## config.mk

```make
export PLATFORM = sky130hd
export DESIGN_NAME = kitten_step_sequencer
export DESIGN_NICKNAME = d
export VERILOG_FILES = /design/src/rtl/kitten_step_sequencer.sv
export SDC_FILE = /design/constraint.sdc
export NUM_CORES = 1
export LEC_CHECK = 0
export ABC_CLOCK_PERIOD_IN_PS = 3800
export BUFFER_PORTS_ARGS = -buffer_cell sky130_fd_sc_hd__buf_4
export CORE_MARGIN = 2
export CORE_UTILIZATION = 51
export CTS_BUF_LIST = sky130_fd_sc_hd__clkbuf_4
export DETAILED_ROUTE_END_ITERATION = 16
export GPL_ROUTABILITY_DRIVEN = 1
export PLACE_DENSITY = 0.82
export SLEW_MARGIN = 10
export SYNTH_ARGS = -nofsm -noshare
export SYNTH_HDL_FRONTEND = slang
export SYNTH_SLANG_ARGS = --single-unit
```

## constraint.sdc

```tcl
create_clock -name clk -period 3.8 [get_ports clk]
set_input_delay 0.38 -clock clk [delete_from_list [all_inputs] [get_ports clk]]
set_output_delay 0.38 -clock clk [all_outputs]
set_load 0.02 [all_outputs]
```

## src/rtl/kitten_step_sequencer.sv

```systemverilog
// kitten_step_sequencer
// Per-step phase controller for a Kitten SNN tile: runs the enabled presynaptic
// projections in index order, waits for the current accumulator to drain, runs
// the LIF population sweep, and repeats for the programmed number of steps.
// It also owns the I_post BRAM port mux and adds a per-phase watchdog, abort,
// a step counter and error reporting. All control outputs are Moore outputs
// decoded from the registered state.

module kitten_step_sequencer #(
    parameter int                N_PROJ     = 4,
    parameter int                STEP_W     = 16,
    parameter int                TMO_W      = 20,
    parameter logic [TMO_W-1:0]  TIMEOUT    = TMO_W'(20'hFFFFF),
    parameter int                ADDRW_POST = 12,
    localparam int               SEL_W      = (N_PROJ > 1) ? $clog2(N_PROJ) : 1
) (
    input  logic                  clk,
    input  logic                  rst,

    // host control
    input  logic                  i_run,
    input  logic                  i_abort,
    input  logic [STEP_W-1:0]     i_num_steps,
    input  logic [N_PROJ-1:0]     i_proj_mask,

    // projection handshake
    output logic                  o_proj_start,
    output logic [SEL_W-1:0]      o_proj_sel,
    input  logic                  i_proj_done,
    input  logic                  i_acc_idle,

    // population handshake
    output logic                  o_pop_start,
    input  logic                  i_pop_done,

    // status
    output logic                  o_step_done,
    output logic [STEP_W-1:0]     o_step_count,
    output logic                  o_run_done,
    output logic                  o_busy,
    output logic                  o_err_timeout,
    output logic [1:0]            o_err_phase,
    output logic                  o_aborted,

    // accumulator I_post port
    input  logic [ADDRW_POST-1:0] i_acc_addr,
    input  logic                  i_acc_we,
    input  logic [31:0]           i_acc_din,

    // LIF population I_post port
    input  logic [ADDRW_POST-1:0] i_lif_addr,
    input  logic                  i_lif_we,
    input  logic [31:0]           i_lif_din,

    // to I_post BRAM
    output logic [ADDRW_POST-1:0] o_I_addr,
    output logic                  o_I_we,
    output logic [31:0]           o_I_din
);

    // ------------------------------------------------------------------
    // State encoding
    // ------------------------------------------------------------------
    localparam logic [2:0] S_IDLE     = 3'd0;
    localparam logic [2:0] S_PROJ     = 3'd1;
    localparam logic [2:0] S_DRAIN    = 3'd2;
    localparam logic [2:0] S_POP      = 3'd3;
    localparam logic [2:0] S_STEP_END = 3'd4;
    localparam logic [2:0] S_DONE     = 3'd5;
    localparam logic [2:0] S_ERR      = 3'd6;

    // Phase codes reported on o_err_phase
    localparam logic [1:0] PH_PROJ  = 2'd1;
    localparam logic [1:0] PH_DRAIN = 2'd2;
    localparam logic [1:0] PH_POP   = 2'd3;

    // ------------------------------------------------------------------
    // Registers
    // ------------------------------------------------------------------
    logic [2:0]        state_q, state_d;
    logic [SEL_W-1:0]  sel_q, sel_d;
    logic [STEP_W-1:0] num_steps_q;
    logic [N_PROJ-1:0] mask_q;
    logic [STEP_W-1:0] step_cnt_q;
    logic [TMO_W-1:0]  wdog_q;
    logic [1:0]        err_phase_q;
    logic              aborted_q;

    // ------------------------------------------------------------------
    // Helpers
    // ------------------------------------------------------------------

    // Lowest set bit of mask at index >= from. Result is {found, index}.
    function automatic logic [SEL_W:0] find_set(input logic [N_PROJ-1:0] mask,
                                                input logic [SEL_W:0]    from);
        logic [SEL_W:0] res;
        res = '0;
        // Scan downwards so the lowest qualifying index is the last one written.
        for (int i = N_PROJ - 1; i >= 0; i--) begin
            if (mask[i] && (i >= int'(from))) begin
                res = {1'b1, SEL_W'(i)};
            end
        end
        return res;
    endfunction

    logic [SEL_W:0]    first_in;     // first enabled projection of the incoming mask
    logic [SEL_W:0]    first_q;      // first enabled projection of the latched mask
    logic [SEL_W:0]    next_q;       // next enabled projection above the current one
    logic [STEP_W-1:0] cnt_inc;      // wraps modulo 2^STEP_W
    logic [TMO_W-1:0]  wdog_inc;
    logic              in_phase;     // watchdog-supervised states
    logic              timed_out;
    logic              run_start;
    logic              abort_hit;
    logic [1:0]        phase_code;

    // Derived control terms shared by the next-state logic and the datapath.
    always_comb begin
        // NOTE: every signal driven here gets a value on every path, so no latch is inferred.
        first_in   = find_set(i_proj_mask, '0);
        first_q    = find_set(mask_q, '0);
        next_q     = find_set(mask_q, {1'b0, sel_q} + (SEL_W + 1)'(1));
        cnt_inc    = step_cnt_q + STEP_W'(1);
        wdog_inc   = wdog_q + TMO_W'(1);
        in_phase   = (state_q == S_PROJ) || (state_q == S_DRAIN) || (state_q == S_POP);
        timed_out  = in_phase && (TIMEOUT != '0) && (wdog_inc == TIMEOUT);
        run_start  = (state_q == S_IDLE) && i_run;
        abort_hit  = i_abort && (in_phase || (state_q == S_STEP_END));
        case (state_q)
            S_PROJ:  phase_code = PH_PROJ;
            S_DRAIN: phase_code = PH_DRAIN;
            S_POP:   phase_code = PH_POP;
            default: phase_code = 2'd0;
        endcase
    end

    // Next-state and projection-select logic; abort outranks done and timeout.
    always_comb begin
        state_d = state_q;
        sel_d   = sel_q;
        case (state_q)
            S_IDLE: begin
                if (i_run) begin
                    if (i_num_steps == '0) begin
                        state_d = S_DONE;
                    end else if (!first_in[SEL_W]) begin
                        state_d = S_POP;
                    end else begin
                        state_d = S_PROJ;
                        sel_d   = first_in[SEL_W-1:0];
                    end
                end
            end
            S_PROJ: begin
                if (abort_hit)        state_d = S_IDLE;
                else if (i_proj_done) state_d = S_DRAIN;
                else if (timed_out)   state_d = S_ERR;
            end
            S_DRAIN: begin
                if (abort_hit) begin
                    state_d = S_IDLE;
                end else if (i_acc_idle) begin
                    if (next_q[SEL_W]) begin
                        state_d = S_PROJ;
                        sel_d   = next_q[SEL_W-1:0];
                    end else begin
                        state_d = S_POP;
                    end
                end else if (timed_out) begin
                    state_d = S_ERR;
                end
            end
            S_POP: begin
                if (abort_hit)       state_d = S_IDLE;
                else if (i_pop_done) state_d = S_STEP_END;
                else if (timed_out)  state_d = S_ERR;
            end
            S_STEP_END: begin
                if (abort_hit) begin
                    state_d = S_IDLE;
                end else if (cnt_inc == num_steps_q) begin
                    state_d = S_DONE;
                end else if (first_q[SEL_W]) begin
                    state_d = S_PROJ;
                    sel_d   = first_q[SEL_W-1:0];
                end else begin
                    state_d = S_POP;
                end
            end
            S_DONE, S_ERR: begin
                if (!i_run) state_d = S_IDLE;
            end
            default: state_d = S_IDLE;
        endcase
    end

    // State, run configuration, counters and sticky status registers.
    always_ff @(posedge clk or posedge rst) begin
        if (rst) begin
            state_q     <= S_IDLE;
            sel_q       <= '0;
            num_steps_q <= '0;
            mask_q      <= '0;
            step_cnt_q  <= '0;
            wdog_q      <= '0;
            err_phase_q <= '0;
            aborted_q   <= 1'b0;
        end else begin
            // NOTE: non-blocking assignments so every register sees pre-edge values.
            state_q <= state_d;
            sel_q   <= sel_d;

            if (run_start) begin
                num_steps_q <= i_num_steps;
                mask_q      <= i_proj_mask;
                step_cnt_q  <= '0;
                err_phase_q <= '0;
                aborted_q   <= 1'b0;
            end

            // The step_done pulse has already been shown in STEP_END, so the
            // step is counted even if an abort arrives in that same cycle.
            if (state_q == S_STEP_END) begin
                step_cnt_q <= cnt_inc;
            end

            if (abort_hit) begin
                aborted_q <= 1'b1;
            end

            if ((state_d == S_ERR) && (state_q != S_ERR)) begin
                err_phase_q <= phase_code;
            end

            // Watchdog restarts on every state change and only runs in phases.
            if (state_d != state_q) begin
                wdog_q <= '0;
            end else if (in_phase) begin
                wdog_q <= wdog_inc;
            end
        end
    end

    // Moore status outputs decoded from the registered state.
    always_comb begin
        o_proj_start  = (state_q == S_PROJ);
        o_pop_start   = (state_q == S_POP);
        o_step_done   = (state_q == S_STEP_END);
        o_run_done    = (state_q == S_DONE);
        o_err_timeout = (state_q == S_ERR);
        o_busy        = (state_q == S_PROJ) || (state_q == S_DRAIN) ||
                        (state_q == S_POP)  || (state_q == S_STEP_END);
        o_proj_sel    = sel_q;
        o_step_count  = step_cnt_q;
        o_err_phase   = err_phase_q;
        o_aborted     = aborted_q;
    end

    // I_post port mux: LIF owns the BRAM during POP, the accumulator otherwise;
    // writes are blocked whenever no run phase is active.
    always_comb begin
        o_I_addr = i_acc_addr;
        o_I_din  = i_acc_din;
        o_I_we   = 1'b0;
        case (state_q)
            S_POP: begin
                o_I_addr = i_lif_addr;
                o_I_din  = i_lif_din;
                o_I_we   = i_lif_we;
            end
            S_PROJ, S_DRAIN, S_STEP_END: begin
                o_I_we = i_acc_we;
            end
            default: o_I_we = 1'b0;
        endcase
    end

endmodule

```

==> flow_summary.toml, run 1 <==
[status]
status = "complete, no violations"

[routing]
wl_per_cell_um = 18.3
drtAntennaViolNets = 0
dr.pass1.iters = 6
num_vias = 5097
routed_wl_um = 16000
viasPerCell = 5.85
drc = 0
drtIter0Drc = 365

[logic_synthesis]
yosysSeqAreaShare = 0.335
ys_ff_latch = 64
synth_fp_nets = 700
yosys_warnings = 0
syn_area_mm2 = 0.00478
ys_types = 60
synth_ff_type = "dfrtp_1"
synth_edf_count = 0
synthArstFlopShare = 1.00
syn_area_per_cell_um2 = 8.24
synthCells = 580

[clock_network]
clock_path_buffers = 2
hold_buffers = 0
clk_latency_ps = 420
cts_tree = "built"
htreeDepth = 3
cts_setup_buffers = 0
cts_root_buf = "clkbuf_4"
path_clk_slew_ps = 110
cts_sinks = 64
post_cts_resized = 0
numCtsBuffers = 9

[grt]
grt_pass1_vias = 4816
use_met1 = 0.393
grt-busiest-layer = "met2"
met2_usage = 0.515
grt_use_met3 = 0.0735
track_usage = 0.313
antenna_found_initial = 0
gr-total-overflow = 0
grt_max_degree = 46
grt_pass1_wl_um = 24600

[sta]
tns_ps = 0
rsz0062_at_grt = "false"
min_period_ps = 3540
fin_skew_ps = 17.6
finalSetupViolCount = 0
post-route-period-util = 0.933
worst_pin_slew_ps = 962
fmax_ghz = 0.282
relSlewSlack = 0.358
drv_slew = 0
finalHoldViolations = 0

[hold_path]
whs_path_depth = 3
hold_class = "in -> reg"
hp-start = "i_num_steps[15]"
hold_path_end = "num_steps_q[15]$_DFFE_PP0P_"

[critical_path]
ff2ff_path_depth = 10
critPathCaptureType = "flop"
r2r_setup_slack_ps = 260
worstPathRequired_ps = 4150
r2r_end = "wdog_q[4]$_DFFE_PP0P_"
arrival_ps = 3890
cp_max_fo = 12
worstReg2RegStart = "o_step_count[0]$_DFFE_PP0P_"
worstSetupPathType = "reg -> reg"
cp-start-kind = "flop"

[power_and_ir_drop]
ir_drop_uv = 228
powerDensity_mw_per_mm2 = 507
power_leakage_uw = 0.00303

[placed_design]
numPortBuffers = 188
gp_congestion = 0.925
hpwl_um = 12500
dp_cells = 856

[cells_and_area]
layout.nets = 876
drive_gt1_frac = 0.364
diodes = 0
areaGrowthSynthToFinish_pct = 34.3
final_cells = 872
mostFrequentLayoutCell = "buf_4"
layout_common_cells = "buf_4 (199), nand2_1 (118), dfrtp_1 (64), nor2_1 (48), mux2_2 (47)"
fill_cells = 740

[die]
core_area_mm2 = 0.00915
fp-row-count = 35
die_w_um = 101
die_area_mm2 = 0.0102
die_y_um = 101
io_pins = 189
initial_utilization = 0.522

[flow_run]
maxCapViolCount = 0
-- worst max-delay path by stage --
stage                                startpoint                endpoint  slack [ps]  depth (start not counted)
floorplan           o_step_count[0]$_DFFE_PP0P_  wdog_q[12]$_DFFE_PP0P_         640                         11
global placement    o_step_count[0]$_DFFE_PP0P_   wdog_q[2]$_DFFE_PP0P_         450                         10
detailed placement  o_step_count[0]$_DFFE_PP0P_  wdog_q[19]$_DFFE_PP0P_         290                         10
CTS                 o_step_count[0]$_DFFE_PP0P_   wdog_q[4]$_DFFE_PP0P_         280                         10
global route        o_step_count[0]$_DFFE_PP0P_   wdog_q[4]$_DFFE_PP0P_          40                         10
finish              o_step_count[0]$_DFFE_PP0P_   wdog_q[4]$_DFFE_PP0P_         260                         10
-- final cells by class --
class / count / area (µm²) / area share
clock inverter: 7 / 72.6 / 0.0113
multi-input combinational: 468 / 2990 / 0.466
inverter: 14 / 52.6 / 0.00819
tap: 111 / 139 / 0.0216
timing repair buffer: 199 / 1490 / 0.233
sequential: 64 / 1600 / 0.250
clock buffer: 9 / 67.6 / 0.0105
-- metrics by stage --
step | worst slack (ps) | hold WS, ps | total power [µW] | utilization | instance area [µm²]
detailed placement | 294 | 475 | 2770 | 0.686 | 6280
finish | 256 | 163 | 3260 | 0.701 | 6420
floorplan | 644 | 463 | 2160 | - | 4780
CTS | 278 | 144 | 3250 | 0.701 | 6420
global placement | 447 | 475 | 2730 | 0.686 | 6280
global route | 44.5 | 138 | 3450 | 0.701 | 6420
-- Yosys cell counts, types with 3 or more instances --
| library cell | n | share of area |
|---|---|---|
| nor2b_1 | 4 | 0.0052 |
| buf_2 | 3 | 0.0031 |
| dfrtp_1 | 64 | 0.34 |
| nand3_1 | 25 | 0.026 |
| inv_1 | 13 | 0.010 |
| mux2_2 | 47 | 0.11 |
| nand3b_1 | 3 | 0.0047 |
| xor2_1 | 15 | 0.027 |
| a31oi_1 | 3 | 0.0039 |
| xnor2_1 | 26 | 0.048 |
| nand4_1 | 13 | 0.017 |
| o211ai_1 | 6 | 0.0094 |
| and4_1 | 4 | 0.0073 |
| clkbuf_1 | 29 | 0.023 |
| and2_1 | 6 | 0.0079 |
| o31ai_1 | 9 | 0.014 |
| and3_1 | 9 | 0.012 |
| nor4b_1 | 5 | 0.0092 |
| mux2i_1 | 3 | 0.0063 |
| nor2_1 | 49 | 0.038 |
| nor3_1 | 12 | 0.013 |
| ha_1 | 3 | 0.0079 |
| a21oi_1 | 16 | 0.017 |
| nand2_1 | 118 | 0.093 |
| o22ai_1 | 3 | 0.0039 |
| nor4_1 | 14 | 0.018 |
| o21ai_0 | 35 | 0.037 |
-- logic make-up (layout without fill, tap and decap cells) --
kind of cell	after synthesis	after routing	synth area share
XOR/XNOR	41	41	0.0752
AO/OA/AOI/OAI	99	99	0.139
adder cells (fa/ha/maj)	3	3	0.00786
multiplexers	50	50	0.117
AND/OR/NAND/NOR	275	275	0.285
flip-flops	64	64	0.335
buffers and inverters	48	229	0.0403
-- metal layers --
layer / part of all wire / up-vias
li1: - / 2413
met1: 0.39 / 2364
met2: 0.50 / 287
met3: 0.080 / 33
met4: 0.035 / 0
met5: 0 / -
-- power breakdown --
| part | total, µW | switching (µW) | internal [µW] |
|---|---|---|---|
| Sequential | 1020 | 194 | 828 |
| Clock | 476 | 276 | 200 |
| Combinational | 1760 | 1010 | 751 |
-- flip-flops by register name (all words and copies together) (netlist names) --
signal / flops
mask_q: 4
state_q: 3
o_err_phase: 2
wdog_q: 20
o_proj_sel: 2
o_aborted: 1
o_step_count: 16
num_steps_q: 16
-- worst max-delay path: stages (launching register included) --
cell,delay (ps)
dfrtp_1,500
ha_1,410
nand4_4,220
or4_4,560
a2111oi_4,380
o211ai_2,160
nor4b_4,380
and2_4,230
o211ai_2,250
buf_4,280
nor2_1,110
Power figures use the tool's default switching activity.
==> run 2: changes to the inputs <==
--- a/config.mk
+++ b/config.mk
@@ -8,11 +8,11 @@
 export ABC_CLOCK_PERIOD_IN_PS = 3800
 export BUFFER_PORTS_ARGS = -buffer_cell sky130_fd_sc_hd__buf_4
 export CORE_MARGIN = 2
-export CORE_UTILIZATION = 51
+export CORE_UTILIZATION = 42
 export CTS_BUF_LIST = sky130_fd_sc_hd__clkbuf_4
 export DETAILED_ROUTE_END_ITERATION = 16
 export GPL_ROUTABILITY_DRIVEN = 1
-export PLACE_DENSITY = 0.82
+export PLACE_DENSITY = 0.7
 export SLEW_MARGIN = 10
 export SYNTH_ARGS = -nofsm -noshare
 export SYNTH_HDL_FRONTEND = slang
==> run 2 against run 1 <==
Setup slack gained 88 ps. Hold slack got worse by 40 ps. Global-route usage is 6.5 points lower. First-iteration DRC count increased by 4.9%. Flip-flop and latch count unchanged. Sequential power about the same. Core utilization shrank 11 points. Non-clock buffer count did not move. Register-to-register slack better by 90 ps.
==> flow_summary.toml, run 2 (synthesized netlist as in run 1, its figures left out) <==
[sta]
finalHoldViolations = 0
rsz0062_at_grt = "false"
drv_slew = 0
post-route-period-util = 0.909
fin_skew_ps = 26.6
fmax_ghz = 0.289
tns_ps = 0
finalSetupViolCount = 0
min_period_ps = 3460
relSlewSlack = 0.416
worst_pin_slew_ps = 875

[clock_network]
cts_root_buf = "clkbuf_4"
cts_sinks = 64
hold_buffers = 0
htreeDepth = 3
cts_setup_buffers = 0
cts_tree = "built"
post_cts_resized = 0
clock_path_buffers = 2
path_clk_slew_ps = 130
clk_latency_ps = 430
numCtsBuffers = 9

[placed_design]
numPortBuffers = 188
gp_congestion = 0.971
hpwl_um = 11800

[cells_and_area]
largest_register = "wdog_q"
largest_reg_flops = 20
areaGrowthSynthToFinish_pct = 35.3
fill_cells = 974
mostFrequentLayoutCell = "buf_4"
layout_common_cells = "buf_4 (199), nand2_1 (118), dfrtp_1 (64), nor2_1 (48), mux2_2 (47)"
utilization = 0.589
drive_gt1_frac = 0.361
layout.nets = 876

[critical_path]
worstPathRequired_ps = 4140
critPathCaptureType = "flop"
max_stage_delay_ps = 550
worstSetupPathType = "reg -> reg"
crit_chain = "ha_1 -> nand4_4 -> or4_4 -> a2111oi_4 -> o211ai_2 -> nor4b_4 -> and2_4 -> o211ai_2 -> buf_4 -> nor2_1"
ff2ff_path_depth = 10
cp-start-kind = "flop"
r2r_end = "wdog_q[1]$_DFFE_PP0P_"
path_common_cell = "o211ai_2"
r2r_setup_slack_ps = 340
critPathSlowestCell = "or4_4"
worstReg2RegStart = "o_step_count[0]$_DFFE_PP0P_"
cp_max_fo = 15
arrival_ps = 3790

[hold_path]
hold_class = "in -> async"

[routing]
dr.pass1.iters = 7
wl_per_cell_um = 16.9
num_vias = 5002
drc = 0
drtAntennaViolNets = 0
routed_wl_um = 15200
drtIter0Drc = 383
viasPerCell = 5.55

[grt]
grt_pass1_vias = 4930
gr-total-overflow = 0
grt_pass1_wl_um = 24900
antenna_found_initial = 1
grt_max_degree = 46
track_usage = 0.248

[power_and_ir_drop]
power_leakage_uw = 0.00303
finalPower_uw = 3300
ir_drop_uv = 223
powerDensity_mw_per_mm2 = 510

[die]
die_area_mm2 = 0.0122
initial_utilization = 0.435
die_y_um = 111
io_pins = 189
fp-row-count = 38
die_w_um = 111
core_area_mm2 = 0.0110

[status]
status = "complete, no violations"

[flow_run]
maxCapViolCount = 0
run 2: metrics by stage:
stage	setup slack, ps	hold slack [ps]	std cells	area (µm²)
after floorplan	644	463	580	4780
after global placement	521	482	885	6310
after detailed placement	381	487	885	6310
after CTS	336	143	900	6460
after global routing	151	143	901	6460
final	345	123	901	6460
run 2: final cells by class:
type | count | area (µm²) | share of cell area
diodes | 1 | 2.50 | 0.000387
clock buffers | 10 | 75.1 | 0.0116
clock inverters | 5 | 72.6 | 0.0112
inverters | 14 | 52.6 | 0.00813
multi-input cells | 468 | 2990 | 0.463
flip-flops and latches | 64 | 1600 | 0.248
well taps | 140 | 175 | 0.0271
repair buffers | 199 | 1490 | 0.231
run 2: worst max path at each step:
stage | from | to | slack (ps) | cells after the start
after floorplan | o_step_count[0]$_DFFE_PP0P_ | wdog_q[12]$_DFFE_PP0P_ | 640 | 11
after global placement | o_step_count[0]$_DFFE_PP0P_ | wdog_q[14]$_DFFE_PP0P_ | 520 | 10
after detailed placement | o_step_count[0]$_DFFE_PP0P_ | wdog_q[18]$_DFFE_PP0P_ | 380 | 10
after CTS | o_step_count[0]$_DFFE_PP0P_ | wdog_q[1]$_DFFE_PP0P_ | 340 | 10
after global routing | o_step_count[0]$_DFFE_PP0P_ | wdog_q[1]$_DFFE_PP0P_ | 150 | 10
final | o_step_count[0]$_DFFE_PP0P_ | wdog_q[1]$_DFFE_PP0P_ | 340 | 10
run 2: power by group:
group	internal, µW	switching [µW]	total, µW	leakage (µW)
Combinational	752	994	1750	0.00210
Clock	266	258	523	0.0000813
Sequential	828	199	1030	0.000853
Total	1850	1450	3300	0.00303
run 2: critical path: cells and delay by family (launching register included):
kind                       cells  cell delay, ps
and+or+nand+nor                5            1470
AOI/OAI and AO/OA              3             700
DFF                            1             510
adders and majority gates      1             420
buffers and inverters          1             260
run 2: layer usage:
| layer | routed length [µm] | part of all wire | GRT usage |
|---|---|---|---|
| met1 | 5870 | 0.39 | 0.295 |
| met2 | 7990 | 0.52 | 0.452 |
| met3 | 972 | 0.064 | 0.0399 |
| met4 | 401 | 0.026 | 0.0850 |
| met5 | 0 | 0 | 0 |
==> run 3: changes to the inputs <==
--- a/config.mk
+++ b/config.mk
@@ -8,11 +8,12 @@
 export ABC_CLOCK_PERIOD_IN_PS = 3800
 export BUFFER_PORTS_ARGS = -buffer_cell sky130_fd_sc_hd__buf_4
 export CORE_MARGIN = 2
-export CORE_UTILIZATION = 42
+export CORE_UTILIZATION = 30
 export CTS_BUF_LIST = sky130_fd_sc_hd__clkbuf_4
 export DETAILED_ROUTE_END_ITERATION = 16
 export GPL_ROUTABILITY_DRIVEN = 1
-export PLACE_DENSITY = 0.7
+export HOLD_SLACK_MARGIN = 0.12
+export PLACE_DENSITY = 0.53
 export SLEW_MARGIN = 10
 export SYNTH_ARGS = -nofsm -noshare
 export SYNTH_HDL_FRONTEND = slang
==> run 3 against run 2 <==
Clock-buffer cell count increased by 1. Non-clock buffer count increased by 5. Clock skew decreased by 3.4 ps. Global-route usage decreased by 5.1 points. Sequential power decreased by 4%. Hold slack improved by 28 ps. Setup slack got worse by 27 ps. Final area increased by 1.8%. Critical endpoint is now wdog_q[10]$_DFFE_PP0P_. Highest routed layer unchanged.
==> flow_summary.toml, run 3 (synthesized netlist as in run 1, its figures left out) <==
[sta]
finalSetupViolCount = 0
relSlewSlack = 0.308
min_period_ps = 3480
finalHoldViolations = 0
tns_ps = 0
fin_skew_ps = 23.2
worst_pin_slew_ps = 1040
rsz0062_at_grt = "false"
fmax_ghz = 0.287
drv_slew = 0
post-route-period-util = 0.916
worst_slack_ps = 318

[clock_network]
clk_latency_ps = 430
clock_path_buffers = 2
cts_tree = "built"
cts_setup_buffers = 0
cts_sinks = 64
numCtsBuffers = 9
hold_buffers = 0
cts_root_buf = "clkbuf_4"
htreeDepth = 3
path_clk_slew_ps = 120
post_cts_resized = 0

[routing]
drtIter0Drc = 436
wl_met3_um = 1110
wl_per_cell_um = 17.4
drc = 0
routed_wl_um = 17100
dr.pass1.iters = 5
met1Wirelength_um = 6410
dr_wl_met2_um = 9140
viasPerCell = 5.14
top_layer = "met4"
drtAntennaViolNets = 0
num_vias = 5053

[cells_and_area]
drive_gt1_frac = 0.367
layout_common_cells = "buf_4 (204), nand2_1 (118), dfrtp_1 (64), nor2_1 (48), mux2_2 (47)"
largest_reg_flops = 20
largest_register = "wdog_q"
areaGrowthSynthToFinish_pct = 37.8
regArea_mm2 = 0.00160
layout.nets = 881
multiInputGateArea_mm2 = 0.00299
fill_cells = 1593
mostFrequentLayoutCell = "buf_4"

[critical_path]
critPathCaptureType = "flop"
path_common_cell = "o211ai_2"
arrival_ps = 3840
max_stage_delay_ps = 550
worstSetupPathType = "reg -> reg"
worstPathRequired_ps = 4160
critPathSlowestCell = "or4_4"
cp_max_fo = 11
crit_chain = "ha_2 -> nand4_4 -> or4_4 -> a2111oi_4 -> o211ai_2 -> nor4b_4 -> and2_4 -> o211ai_2 -> buf_4 -> nor2_1"
cp-start-kind = "flop"

[power_and_ir_drop]
powerDensity_mw_per_mm2 = 500
power_leakage_uw = 0.00305
ir_drop_uv = 170

[flow_run]
maxCapViolCount = 0

[die]
fp-row-count = 46
io_pins = 189
die_w_um = 130
die_area_mm2 = 0.0170
die_y_um = 130
initial_utilization = 0.304
core_area_mm2 = 0.0157

[placed_design]
numPortBuffers = 188
post-place-ws_ps = 278
hpwl_um = 13500
gp_congestion = 0.903

[grt]
grt_max_degree = 47
gr-total-overflow = 0
grt_pass1_vias = 4746
antenna_found_initial = 1
track_usage = 0.197
grt_pass1_wl_um = 25600

[hold_path]
hold_class = "in -> reg"

[status]
status = "complete, no violations"
[run 3: final timing paths]
| kind | from | endpoint | slack, ps | cells after the start |
|---|---|---|---|---|
| min reg2reg | num_steps_q[14]$_DFFE_PP0P_ | num_steps_q[14]$_DFFE_PP0P_ | 510 | 2 |
| max | o_step_count[1]$_DFFE_PP0P_ | wdog_q[10]$_DFFE_PP0P_ | 320 | 10 |
| min | i_num_steps[6] | num_steps_q[6]$_DFFE_PP0P_ | 150 | 3 |
| max reg2reg | o_step_count[1]$_DFFE_PP0P_ | wdog_q[10]$_DFFE_PP0P_ | 320 | 10 |
| max in group asynchronous | rst | num_steps_q[7]$_DFFE_PP0P_ | 2720 | 3 |
| min in group asynchronous | rst | o_step_count[6]$_DFFE_PP0P_ | 200 | 2 |
[run 3: cell type report]
class                      count  share of cell area
antenna                        1            0.000380
clock inverter                 5             0.00722
timing repair buffer         204               0.233
sequential                    64               0.243
multi-input combinational    468               0.455
clock buffer                  11              0.0125
tap                          216              0.0411
inverter                      14             0.00798
[run 3: per-layer routing]
metal  vias to the layer above  track usage
met5                         -            0
met4                         0       0.0607
met3                        23       0.0414
met2                       220        0.371
met1                      2383        0.221
li1                       2427            -
[run 3: power breakdown]
part | leakage, µW | internal [µW] | switching, µW
Combinational | 0.00212 | 775 | 1060
Sequential | 0.000853 | 829 | 161
Clock | 0.0000757 | 209 | 255
Total | 0.00305 | 1810 | 1480
[run 3: worst max-delay path: cells and delay by family (launching register included)]
family	cells	cell delay [ps]
flops	1	470
simple gates	5	1480
fa+ha+maj	1	340
buf+inv	1	290
compound gates	3	800
[run 3: stage by stage]
step	total power (µW)	area (µm²)	util	instances	hold WS [ps]
final	3290	6580	0.419	983	151
after global routing	3510	6580	0.419	983	137
after CTS	3320	6580	0.419	982	122
after detailed placement	2850	6450	0.410	966	490
after global placement	2830	6450	0.410	966	492
after floorplan	2160	4780	-	580	463
